==> config.mk <==
export PLATFORM = sky130hd
export DESIGN_NAME = bmp180_poll_seq_flat
export DESIGN_NICKNAME = d
export VERILOG_FILES = /design/src/rtl/bmp180_poll_seq_if.sv /design/src/rtl/bmp180_poll_seq.sv /design/src/flat_wrapper.sv
export SDC_FILE = /design/constraint.sdc
export NUM_CORES = 1
export LEC_CHECK = 0
export ABC_AREA = 1
export ABC_CLOCK_PERIOD_IN_PS = 6800
export BUFFER_PORTS_ARGS = -buffer_cell sky130_fd_sc_hd__buf_2
export CAP_MARGIN = 20
export CORE_MARGIN = 1.5
export CORE_UTILIZATION = 50
export DETAILED_ROUTE_END_ITERATION = 16
export MAX_ROUTING_LAYER = met4
export PLACE_DENSITY = 0.71
export SLEW_MARGIN = 0
export SYNTH_ARGS = -nofsm -noshare
export SYNTH_HDL_FRONTEND = slang
export SYNTH_SLANG_ARGS = --single-unit
==> constraint.sdc <==
create_clock -name clk -period 6.8 [get_ports clk]
set_clock_uncertainty 0.05 [all_clocks]
set_input_delay 1.36 -clock clk [delete_from_list [all_inputs] [get_ports clk]]
set_output_delay 1.36 -clock clk [all_outputs]
set_load 0.05 [all_outputs]
==> src/rtl/bmp180_poll_seq_if.sv <==
// I2C_BMP180 command/data bus seen by the polling sequencer.
// master: sequencer (drives sw* strobes); slave: I2C controller.
interface bmp180_poll_seq_if;
  logic       ready;
  logic [7:0] data;
  logic       received;
  logic       swTemp;
  logic       swGTemp;
  logic       swPress;
  logic       swGPress;

  modport master (
    input  ready,
    input  data,
    input  received,
    output swTemp,
    output swGTemp,
    output swPress,
    output swGPress
  );

  modport slave (
    output ready,
    output data,
    output received,
    input  swTemp,
    input  swGTemp,
    input  swPress,
    input  swGPress
  );
endinterface

==> src/rtl/bmp180_poll_seq.sv <==
// Periodic BMP180 temperature/pressure poller driving I2C_BMP180.
// Ports: clk, reset (async, active-high), enable, bus (I2C side),
//   ut/up (last raw readings), valid, busy, err (sticky).
module bmp180_poll_seq #(
  parameter int PERIOD  = 50000000,
  parameter int T_WAIT  = 225000,
  parameter int P_WAIT  = 1275000,
  parameter int TIMEOUT = 1000000
) (
  input  logic                 clk,
  input  logic                 reset,
  input  logic                 enable,
  bmp180_poll_seq_if.master    bus,
  output logic [15:0]          ut,
  output logic [15:0]          up,
  output logic                 valid,
  output logic                 busy,
  output logic                 err
);

  localparam int WMAX = (T_WAIT > P_WAIT) ? T_WAIT : P_WAIT;
  localparam int PW   = (PERIOD > 2) ? $clog2(PERIOD) : 1;
  localparam int WW   = $clog2(WMAX + 1);
  localparam int TW   = $clog2(TIMEOUT + 1);

  typedef enum logic [3:0] {
    IDLE, CMD_T, XFER_T, CONV_T, GET_T, XFER_GT,
    CMD_P, XFER_P, CONV_P, GET_P, XFER_GP, DONE
  } state_t;

  state_t         state;
  state_t         nxt;
  logic [PW-1:0]  pcnt;
  logic [TW-1:0]  tcnt;
  logic [WW-1:0]  wcnt;
  logic           seen_low;
  logic [1:0]     idx;
  logic [15:0]    tsh;
  logic [15:0]    psh;

  logic tick;
  logic is_xfer;
  logic is_conv;
  logic is_gx;
  logic xfer_end;
  logic tmo;
  logic stay;
  logic set_err;
  logic clr_err;
  logic load_out;

  assign tick    = (pcnt == PW'(PERIOD - 1));
  assign is_xfer = (state == XFER_T) || (state == XFER_GT) ||
                   (state == XFER_P) || (state == XFER_GP);
  assign is_conv = (state == CONV_T) || (state == CONV_P);
  assign is_gx   = (state == XFER_GT) || (state == XFER_GP);
  // A transaction is over only after ready was seen low, then high.
  assign xfer_end = is_xfer && seen_low && bus.ready;
  assign tmo      = is_xfer && (tcnt == TW'(TIMEOUT - 1));
  assign stay     = (nxt == state);

  assign valid = (state == DONE);
  assign busy  = (state != IDLE);

  always_comb begin
    nxt          = state;
    bus.swTemp   = 1'b0;
    bus.swGTemp  = 1'b0;
    bus.swPress  = 1'b0;
    bus.swGPress = 1'b0;
    set_err      = 1'b0;
    clr_err      = 1'b0;
    load_out     = 1'b0;
    unique case (state)
      IDLE: begin
        if (tick && enable && bus.ready) begin
          nxt     = CMD_T;
          clr_err = 1'b1;
        end
      end
      CMD_T: begin
        bus.swTemp = 1'b1;
        nxt        = XFER_T;
      end
      XFER_T: begin
        if (xfer_end) begin
          nxt = CONV_T;
        end else if (tmo) begin
          set_err = 1'b1;
          nxt     = IDLE;
        end
      end
      CONV_T: begin
        if (wcnt == WW'(T_WAIT - 1)) nxt = GET_T;
      end
      GET_T: begin
        bus.swGTemp = 1'b1;
        nxt         = XFER_GT;
      end
      XFER_GT: begin
        if (xfer_end) begin
          if (idx == 2'd2) begin
            nxt = CMD_P;
          end else begin
            set_err = 1'b1;
            nxt     = IDLE;
          end
        end else if (tmo) begin
          set_err = 1'b1;
          nxt     = IDLE;
        end
      end
      CMD_P: begin
        bus.swPress = 1'b1;
        nxt         = XFER_P;
      end
      XFER_P: begin
        if (xfer_end) begin
          nxt = CONV_P;
        end else if (tmo) begin
          set_err = 1'b1;
          nxt     = IDLE;
        end
      end
      CONV_P: begin
        if (wcnt == WW'(P_WAIT - 1)) nxt = GET_P;
      end
      GET_P: begin
        bus.swGPress = 1'b1;
        nxt          = XFER_GP;
      end
      XFER_GP: begin
        if (xfer_end) begin
          if (idx == 2'd2) begin
            nxt      = DONE;
            load_out = 1'b1;
          end else begin
            set_err = 1'b1;
            nxt     = IDLE;
          end
        end else if (tmo) begin
          set_err = 1'b1;
          nxt     = IDLE;
        end
      end
      DONE: begin
        nxt = IDLE;
      end
      default: begin
        nxt = IDLE;
      end
    endcase
  end

  always_ff @(posedge clk or posedge reset) begin
    if (reset) begin
      state <= IDLE;
    end else begin
      state <= nxt;
    end
  end

  always_ff @(posedge clk or posedge reset) begin
    if (reset) begin
      pcnt     <= '0;
      tcnt     <= '0;
      wcnt     <= '0;
      seen_low <= 1'b0;
      idx      <= '0;
      tsh      <= '0;
      psh      <= '0;
      ut       <= '0;
      up       <= '0;
      err      <= 1'b0;
    end else begin
      pcnt <= tick ? '0 : pcnt + PW'(1);
      // Per-state counters restart whenever the state changes.
      tcnt <= (is_xfer && stay) ? tcnt + TW'(1) : '0;
      wcnt <= (is_conv && stay) ? wcnt + WW'(1) : '0;
      seen_low <= is_xfer && stay && (seen_low || !bus.ready);

      if ((state == GET_T) || (state == GET_P)) begin
        idx <= '0;
      end else if (is_gx && bus.received && (idx != 2'd2)) begin
        idx <= idx + 2'd1;
      end

      if ((state == XFER_GT) && bus.received) begin
        if (idx == 2'd0) tsh[15:8] <= bus.data;
        if (idx == 2'd1) tsh[7:0]  <= bus.data;
      end
      if ((state == XFER_GP) && bus.received) begin
        if (idx == 2'd0) psh[15:8] <= bus.data;
        if (idx == 2'd1) psh[7:0]  <= bus.data;
      end

      if (set_err) begin
        err <= 1'b1;
      end else if (clr_err) begin
        err <= 1'b0;
      end

      // Outputs take the shadows on entry to DONE so they are
      // already current while valid is high.
      if (load_out) begin
        ut <= tsh;
        up <= psh;
      end
    end
  end

endmodule

==> src/flat_wrapper.sv <==
// flat-port wrapper written by rule: the top's interface ports become plain ports
module bmp180_poll_seq_flat 
#(
  parameter int PERIOD  = 50000000,
  parameter int T_WAIT  = 225000,
  parameter int P_WAIT  = 1275000,
  parameter int TIMEOUT = 1000000
)
  (clk, reset, enable, ut, up, valid, busy, err, bus_ready, bus_data, bus_received, bus_swTemp, bus_swGTemp, bus_swPress, bus_swGPress);
  bmp180_poll_seq_if bus_i ();
  input  logic clk;
  input  logic reset;
  input  logic enable;
  output logic [15:0] ut;
  output logic [15:0] up;
  output logic valid;
  output logic busy;
  output logic err;
  input wire logic [$bits(bus_i.ready)-1:0] bus_ready;
  input wire logic [$bits(bus_i.data)-1:0] bus_data;
  input wire logic [$bits(bus_i.received)-1:0] bus_received;
  output wire logic [$bits(bus_i.swTemp)-1:0] bus_swTemp;
  output wire logic [$bits(bus_i.swGTemp)-1:0] bus_swGTemp;
  output wire logic [$bits(bus_i.swPress)-1:0] bus_swPress;
  output wire logic [$bits(bus_i.swGPress)-1:0] bus_swGPress;
  assign bus_i.ready = bus_ready;
  assign bus_i.data = bus_data;
  assign bus_i.received = bus_received;
  assign bus_swTemp = bus_i.swTemp;
  assign bus_swGTemp = bus_i.swGTemp;
  assign bus_swPress = bus_i.swPress;
  assign bus_swGPress = bus_i.swGPress;
  bmp180_poll_seq #(.PERIOD(PERIOD), .T_WAIT(T_WAIT), .P_WAIT(P_WAIT), .TIMEOUT(TIMEOUT)) u_core (.clk(clk), .reset(reset), .enable(enable), .bus(bus_i), .ut(ut), .up(up), .valid(valid), .busy(busy), .err(err));
endmodule
# Yosys cells after proc, flatten, opt, wreduce, memory -nomap -nowiden
# Index checks and enable logic that the tools add are counted.
# totals
inputBits,13
regBits,139
# classes
n_addsub,4
muxes,32
reduce_logical,31
n_eq_ne,19
# op_table
op,n
$pmux W4 S11,1
$mux W4,9
$add A26 B1 Y26 const B,1
$eq A26 B26 Y1 const B,1
$mux W26,1
$add A21 B1 Y21 const B,1
$eq A21 B18 Y1 const B,1
$eq A21 B21 Y1 const B,1
$mux W21,1
$add A20 B1 Y20 const B,1
$eq A20 B20 Y1 const B,1
$mux W20,1
$eq A4 B3 Y1 const B,4
$eq A4 B4 Y1 const B,4
$mux W1,15
$logic_and A1 B1 Y1,12
$eq A4 B2 Y1 const B,2
$reduce_and A2 Y1,4
$logic_or A1 B1 Y1,7
$eq A4 B1 Y1 const B,1
$eq A4 B4 Y1,1
$logic_not A4 Y1,1
$mux W2,2
$reduce_bool A2 Y1,2
10 further kinds,11

# Longest topological paths before layout
# Gate-level depths: netlist of run 1.
# logic_depth
ltp_word,11
depth_mapped,16
ltp_nobuf,15

# Worst setup path after synthesis of run 1
# Ideal clock, no wire load.
# synth_path
path_type,register to output
startpoint,register u_core.state[1]
endpoint,output port bus_swGTemp
arrival_ns,1.318
n_path_buf,0
setup_slack_ns,4.072
stages_incl_launch_ff,4
required_ns,5.390
path_cell_list,dfrtp_1 -> nor2_1 -> inv_1 -> nor2_1
# synth_between
elab_chain_len,2
# synth_rtl
item,line_no,rtl
start: declaration,bmp180_poll_seq.sv:31,state_t state;
start signal: assignment,bmp180_poll_seq.sv:159,state <= nxt;
$eq A4 B3 Y1,bmp180_poll_seq.sv:74,unique case (state)
$mux W1,bmp180_poll_seq.sv:74,
end: declaration,flat_wrapper.sv:23,output wire logic [$bits(bus_i.swGTemp)-1:0] bus_swGTemp;
# No other way between the ends.

# Worst setup path in the final report of run 1
# Same ends and word-level chain as after synthesis.

==> metrics.md, run 1 <==
| Metric | Value |
|---|---|
| Maxcap violations | `0` |
| DP HPWL | `9.522 mm` |
| Final ANT Viol Nets | `0` |
| Starting density of the core | `50.89%` |
| First-pass iteration count of the detailed router | `5` |
| Layout fillers | `approximately 1200` |
| Post-synth top area share | `52.03%` |
| Initial antenna violation count | `0` |
| Die width | `118.6 um` |
| CP max FO | `7` |
| First-pass GRT wire length | `approximately 24 mm` |
| GRT Util Overall | `a little over a fifth` |
| Drc violations | `0` |
| RePlAce Congestion | `0.9049` |
| Reg2Reg Depth | `13` |
| Worst setup EP type | `primary output` |
| Detailed-route via count | `5066` |
| Layout Nets | `roughly 830` |
| Status | `finished clean` |
| Setup violators final | `0` |
| Core box area | `13140 um^2` |
| Layout cell share with drive strength beyond 1 | `21.63%` |
| Final Core Density | `between 50% and 60%` |
| FMAX | `just over 0.3 GHz` |
| Clock sink count | `approximately 140` |
| Yosys warning count | `0` |
| Largest net degree at the start of global routing | `between 80 and 90` |
| Mapped Area | `about 6700 um^2` |
| CTS resizes | `0` |
| Maximum clock path buffer count | `2` |
| Worst setup margin | `about 3.6 ns` |
| Standard-cell rows | `42` |
| Grt ovf | `0` |
| P&R area growth vs syn | `14.92%` |
| RSZ-0062 raised after global routing | `no` |
| Critical R2R Capture | `u_core.seen_low` |
| Die H | `between 100 and 150 um` |
| Clk Latency, worst-skew pair | `about 0.42 ns` |
| Hold Path Stages | `1` |
| CTS Hold Bufs | `0` |
| Worst-path clk slew | `roughly 0.06 ns` |
| # diodes | `0` |
| Final WL | `around 14 mm` |
| RR Startpoint | `u_core.pcnt[0]` |
| Rel. slew slack | `between 50% and 60%` |
| Synth Instances | `749` |
| Final Hold Vio Count | `0` |
| Largest cells by area after synthesis | `dfrtp_1 52%, nand2_1 7.6%, mux2_2 5.4%, nor2_1 5.1%, inv_1 4.9%` |
| Max Slew Vio Count | `0` |
| DRT iter0 DRCs | `between 300 and 400` |
| Inst Count DP | `roughly 970` |
| PnR Total Power | `1.710 mW` |
| Commonest non-fill, non-tap cell in the layout | `dfrtp_1` |
| Non-filler cells, final | `999` |
| # Post-CTS Setup Buffers | `0` |
| Register area share after synthesis | `between 50% and 60%` |
| Routed vias/inst | `~5.1` |
| WHS | `0.4252 ns` |
| Pre-CTS setup slack | `3.560 ns` |
| Library cells used by synthesis | `36` |
| Worst slew pin tran | `between 0.6 and 0.7 ns` |
| Reg-to-reg setup timing slack | `3.96 ns` |
| H-tree depth | `4` |
| Hold Crit Class | `reg2reg` |
| CTS tree | `built` |
| CP Class | `reg2out` |
| Die area | `~14000 um^2` |
| Port-buffer cells | `51` |
| # IOs | `52` |
| Dominant cell type by area after synthesis | `dfrtp_1` |
| Fin crit period | `3.229 ns` |
| PwrDens | `between 200 and 250 nW/um^2` |
| Worst Hold Path EP | `u_core.tcnt[0]` |
| P_leak | `3.730 nW` |
| Crit start category | `register` |
| Seq cells post-synth | `between 100 and 150` |
| Design area | `just under 8000 um^2` |
| Cell Area, Placed | `7102 um^2` |
| Num CTS Buffers | `17` |
| Data arrival, critical path | `1.82 ns` |
| Fin crit share | `47.48%` |
| Vias in the first global route | `roughly 4900` |
| Post-DR wirelength/cell | `13.61 um` |
| Most frequent cells in the layout | `139 x dfrtp_1, 136 x nand2_1, 90 x nor2_1` |
| Setup TNS Final | `0 ns` |
| Syn Nets | `768` |
| Maximum vdd drop | `0.2173 mV` |
| Worst path required time | `approximately 5.4 ns` |
| Synth Area per Inst | `8.925 um^2` |
| HP Start | `u_core.tcnt[0]` |
| CTS root buf | `clkbuf_16` |
## layer usage
metal / track usage, % / vias up / routed length (um)
met5: - / - / 0
met4: 7.605 / 0 / 285
met3: 6.033 / 16 / 693
met2: 32.78 / 115 / 6256
met1: 28.13 / 2407 / 6363
li1: - / 2528 / -
## cell usage after synthesis
cell type and number:
a311oi_1 1, o31ai_1 3, or3b_2 1, o21ai_0 42, buf_2 3, a21oi_1 11, nor3_1 19, nor2_4 1
xnor2_1 8, nand2_1 136, nor4_1 5, clkinv_1 1, nand2_4 3, or2_2 2, clkbuf_1 5, nand3_1 44
a211oi_1 1, and3_1 2, nor2_2 45, nand4_1 16, ha_1 6, o211ai_1 2, xor2_1 25, nand2_2 2
buf_6 4, dfrtp_1 139, o21a_1 2, inv_1 88, inv_2 3, nor2_1 90, nand3_2 2, o21bai_1 2
nor4b_1 1, a31oi_1 1, o22ai_1 1, mux2_2 32
## flip-flops by register name, summed over array words and instances, names as in the netlist, 4 cells and up
| signal | flops |
|---|---|
| u_core.state | 4 |
| u_core.psh | 16 |
| u_core.wcnt | 21 |
| u_core.up | 16 |
| u_core.pcnt | 26 |
| u_core.tsh | 16 |
| u_core.ut | 16 |
| u_core.tcnt | 20 |
## worst max-delay path by stage
stage	to	startpoint
after global placement	u_core.wcnt[20]	bus_ready
after global routing	bus_swGPress	u_core.state[2]
after CTS	bus_swGTemp	u_core.state[1]
after detailed placement	u_core.wcnt[11]	bus_ready
final	bus_swGTemp	u_core.state[1]
after floorplan	u_core.err	reset
## worst max-delay path: stages, from the launching register on
cell	delay, ns
dfrtp_1	0.48
nor2_1	0.19
inv_1	0.09
nor2_1	0.30
buf_2	0.33
## layout make-up
| cell class | count | area, um^2 | area share [%] |
|---|---|---|---|
| timing repair buffer | 54 | 297.8 | 3.876 |
| clock buffer | 20 | 466.7 | 6.075 |
| inverter | 92 | 350.3 | 4.560 |
| sequential | 139 | 3478 | 45.28 |
| clock inverter | 12 | 86.33 | 1.124 |
| tap | 176 | 220.2 | 2.866 |
| multi-input combinational | 506 | 2783 | 36.22 |
## kinds of logic after synthesis
logic type	count (synthesis)	share of synthesized area, %
simple gates	369	25.38
flops	139	52.03
buf+inv	104	6.345
compound gates	66	5.409
xor+xnor	33	4.323
mux	32	5.390
fa+ha+maj	6	1.123
## power breakdown
group	internal, mW	switching (mW)
sequential	0.827	0
clock	0.497	0.360
combinational	0.00529	0.0215
No activity file was read; power rests on OpenSTA's default activity.
==> run 2, diff against run 1 <==
- ABC_CLOCK_PERIOD_IN_PS: 6800 -> 3140
- clock period: 6.8 -> 3.14 ns (I/O delays scaled with it)
==> run 2 against run 1 <==
- count of clock-buffer cells in the layout shrank 1
- first-iteration DRC count down 19%
- critical path depth grew 11
- global-route usage grew 0.59 points
- register-to-register slack worse by 3.3 ns
- final cell count increased by 0.30%
- largest cell class unchanged
==> metrics.md, run 2 (synthesis results as in run 1) <==
| Metric | Value |
|---|---|
| # Post-CTS Setup Buffers | `0 (unchanged)` |
| Grt ovf | `0 (unchanged)` |
| CTS root buf | `clkbuf_16` |
| Die area | `14070 um^2 (unchanged)` |
| Max Slew Vio Count | `0 (unchanged)` |
| Inst Count DP | `970 (+0.41%)` |
| First-pass iteration count of the detailed router | `5 (unchanged)` |
| Rel. slew slack | `57.60% (+0.10 points)` |
| Final ANT Viol Nets | `0 (unchanged)` |
| CTS resizes | `0 (unchanged)` |
| Setup TNS Final | `0 ns (unchanged)` |
| Biggest regs | `u_core.pcnt (26), u_core.wcnt (21), u_core.tcnt (20)` |
| GR Util met2 | `37.50% (+4.7 points)` |
| Worst path required time | `3.38 ns (-2.01 ns)` |
| WHS | `0.2403 ns (-0.1849 ns)` |
| Drc violations | `0 (unchanged)` |
| Status | `finished clean` |
| Most frequent cells in the layout | `139 x dfrtp_1, 136 x nand2_1, 90 x nor2_1` |
| Largest net degree at the start of global routing | `46 (-47%)` |
| Worst slew pin tran | `0.6346 ns (-0.002137 ns)` |
| Non-filler cells, final | `1002 (+0.30%)` |
| Layout fillers | `1114 (-4.8%)` |
| P&R area growth vs syn | `16.47%` |
| Maximum clock path buffer count | `2 (unchanged)` |
| Fin crit share | `between 70% and 80%` |
| Die width | `118.6 um (unchanged)` |
| DRT iter0 DRCs | `314 (-19%)` |
| Worst-path clk slew | `0.06 ns (about the same)` |
| Reg2Reg Depth | `15 (+2)` |
| Maximum vdd drop | `0.4436 mV (+100%)` |
| Hold Crit Class | `in2async` |
| Layout Nets | `832 (+0.36%)` |
| Setup violators final | `0 (unchanged)` |
| Starting density of the core | `50.89% (unchanged)` |
| Die H | `118.6 um (unchanged)` |
| PnR Total Power | `3.965 mW (+130%)` |
| CP max FO | `21 (+14)` |
| First-pass GRT wire length | `24.42 mm (+2.9%)` |
| Crit start category | `register` |
| CP Class | `reg2reg` |
| Core box area | `13140 um^2 (unchanged)` |
| Final Core Density | `59.27% (+0.79 points)` |
| Gr busiest metal | `met2` |
| P_leak | `3.780 nW (+1.3%)` |
| Worst setup EP type | `register` |
| Reg-to-reg setup timing slack | `0.65 ns (-3.31 ns)` |
| # diodes | `0 (unchanged)` |
| Final WL | `14.04 mm (+3.2%)` |
| Biggest register | `u_core.pcnt` |
| CTS tree | `built` |
| Post-DR wirelength/cell | `14.01 um (+2.9%)` |
| RSZ-0062 raised after global routing | `no` |
| Routed vias/inst | `5.153 (+1.6%)` |
| Vias in the first global route | `5251 (+6.2%)` |
| Fin crit period | `2.487 ns` |
| GRT Util Overall | `22.24% (+0.59 points)` |
| Detailed-route via count | `5163 (+1.9%)` |
| CTS Hold Bufs | `0 (unchanged)` |
| Layout cell share with drive strength beyond 1 | `21.91% (+0.28 points)` |
| RePlAce Congestion | `0.8708 (-3.8%)` |
| # IOs | `52 (unchanged)` |
| Num CTS Buffers | `17 (unchanged)` |
| Clock sink count | `139 (unchanged)` |
| Max reg flops | `26 (unchanged)` |
| Data arrival, critical path | `2.73 ns (+0.91 ns)` |
| H-tree depth | `4 (unchanged)` |
| Maxcap violations | `0 (unchanged)` |
| Commonest non-fill, non-tap cell in the layout | `dfrtp_1` |
| Clk Latency, worst-skew pair | `0.41 ns (about the same)` |
| Standard-cell rows | `42 (unchanged)` |
| FMAX | `~0.4 GHz` |
| GR Util met3 | `4.585% (-1.4 points)` |
| Port-buffer cells | `51 (unchanged)` |
| DP HPWL | `9.889 mm (+3.8%)` |
| PwrDens | `509.2 nW/um^2 (+130%)` |
| Met1 usage | `26.46% (-1.7 points)` |
| Initial antenna violation count | `0 (unchanged)` |
| Final Hold Vio Count | `0 (unchanged)` |
## run 2: path summary, 6_finish.rpt
check                                     from               to
max in group asynchronous                reset   u_core.pcnt[5]
worst min register to register  u_core.wcnt[0]   u_core.wcnt[0]
min in group clk                u_core.wcnt[0]   u_core.wcnt[0]
worst max-delay path            u_core.pcnt[0]  u_core.wcnt[20]
worst min-delay path                     reset    u_core.ut[11]
worst max register to register  u_core.pcnt[0]  u_core.wcnt[20]
## run 2: stage by stage
stage | area, um^2 | worst slack, ns
global placement | 7156 | 0.8068
global route | 7786 | 0.3667
floorplan | 6689 | 0.7269
finish | 7786 | 0.6531
detailed placement | 7156 | 0.6911
CTS | 7786 | 0.6527
## run 2: area by class of cell
cell class              count  area (um^2)  share of cell area, %
inverters                  92        349.1                  4.483
clock inverters            13        177.7                  2.282
well taps                 176        220.2                  2.828
repair buffers             57        325.3                  4.178
multi-input cells         506         2783                  35.74
flip-flops and latches    139         3478                  44.67
clock buffers              19        452.9                  5.817
## run 2: critical path, stage by stage (launching register included)
cell and delay [ns]:
dfrtp_1 0.40, ha_1 0.20, nand2_1 0.06, nor2_1 0.16
nand3_1 0.15, nor2_1 0.29, nand3_1 0.17, nand3_1 0.13
nor2_2 0.05, nand2_1 0.07, nand2_1 0.05, nand2_1 0.09
nor2_4 0.05, nand3_2 0.06, buf_4 0.32, nor2_1 0.07
## run 2: power breakdown
group | switching [mW] | total, mW | leakage, nW | internal [mW]
Sequential | 0 | 1.79 | 1.92 | 1.79
Combinational | 0.0472 | 0.0600 | 1.55 | 0.0128
Clock | 0.800 | 2.11 | 0.309 | 1.31
## run 2: per-layer routing
metal | vias up | wire [um]
li1 | 2528 | -
met1 | 2484 | 6169
met2 | 134 | 7124
met3 | 17 | 522
met4 | 0 | 221
met5 | - | 0
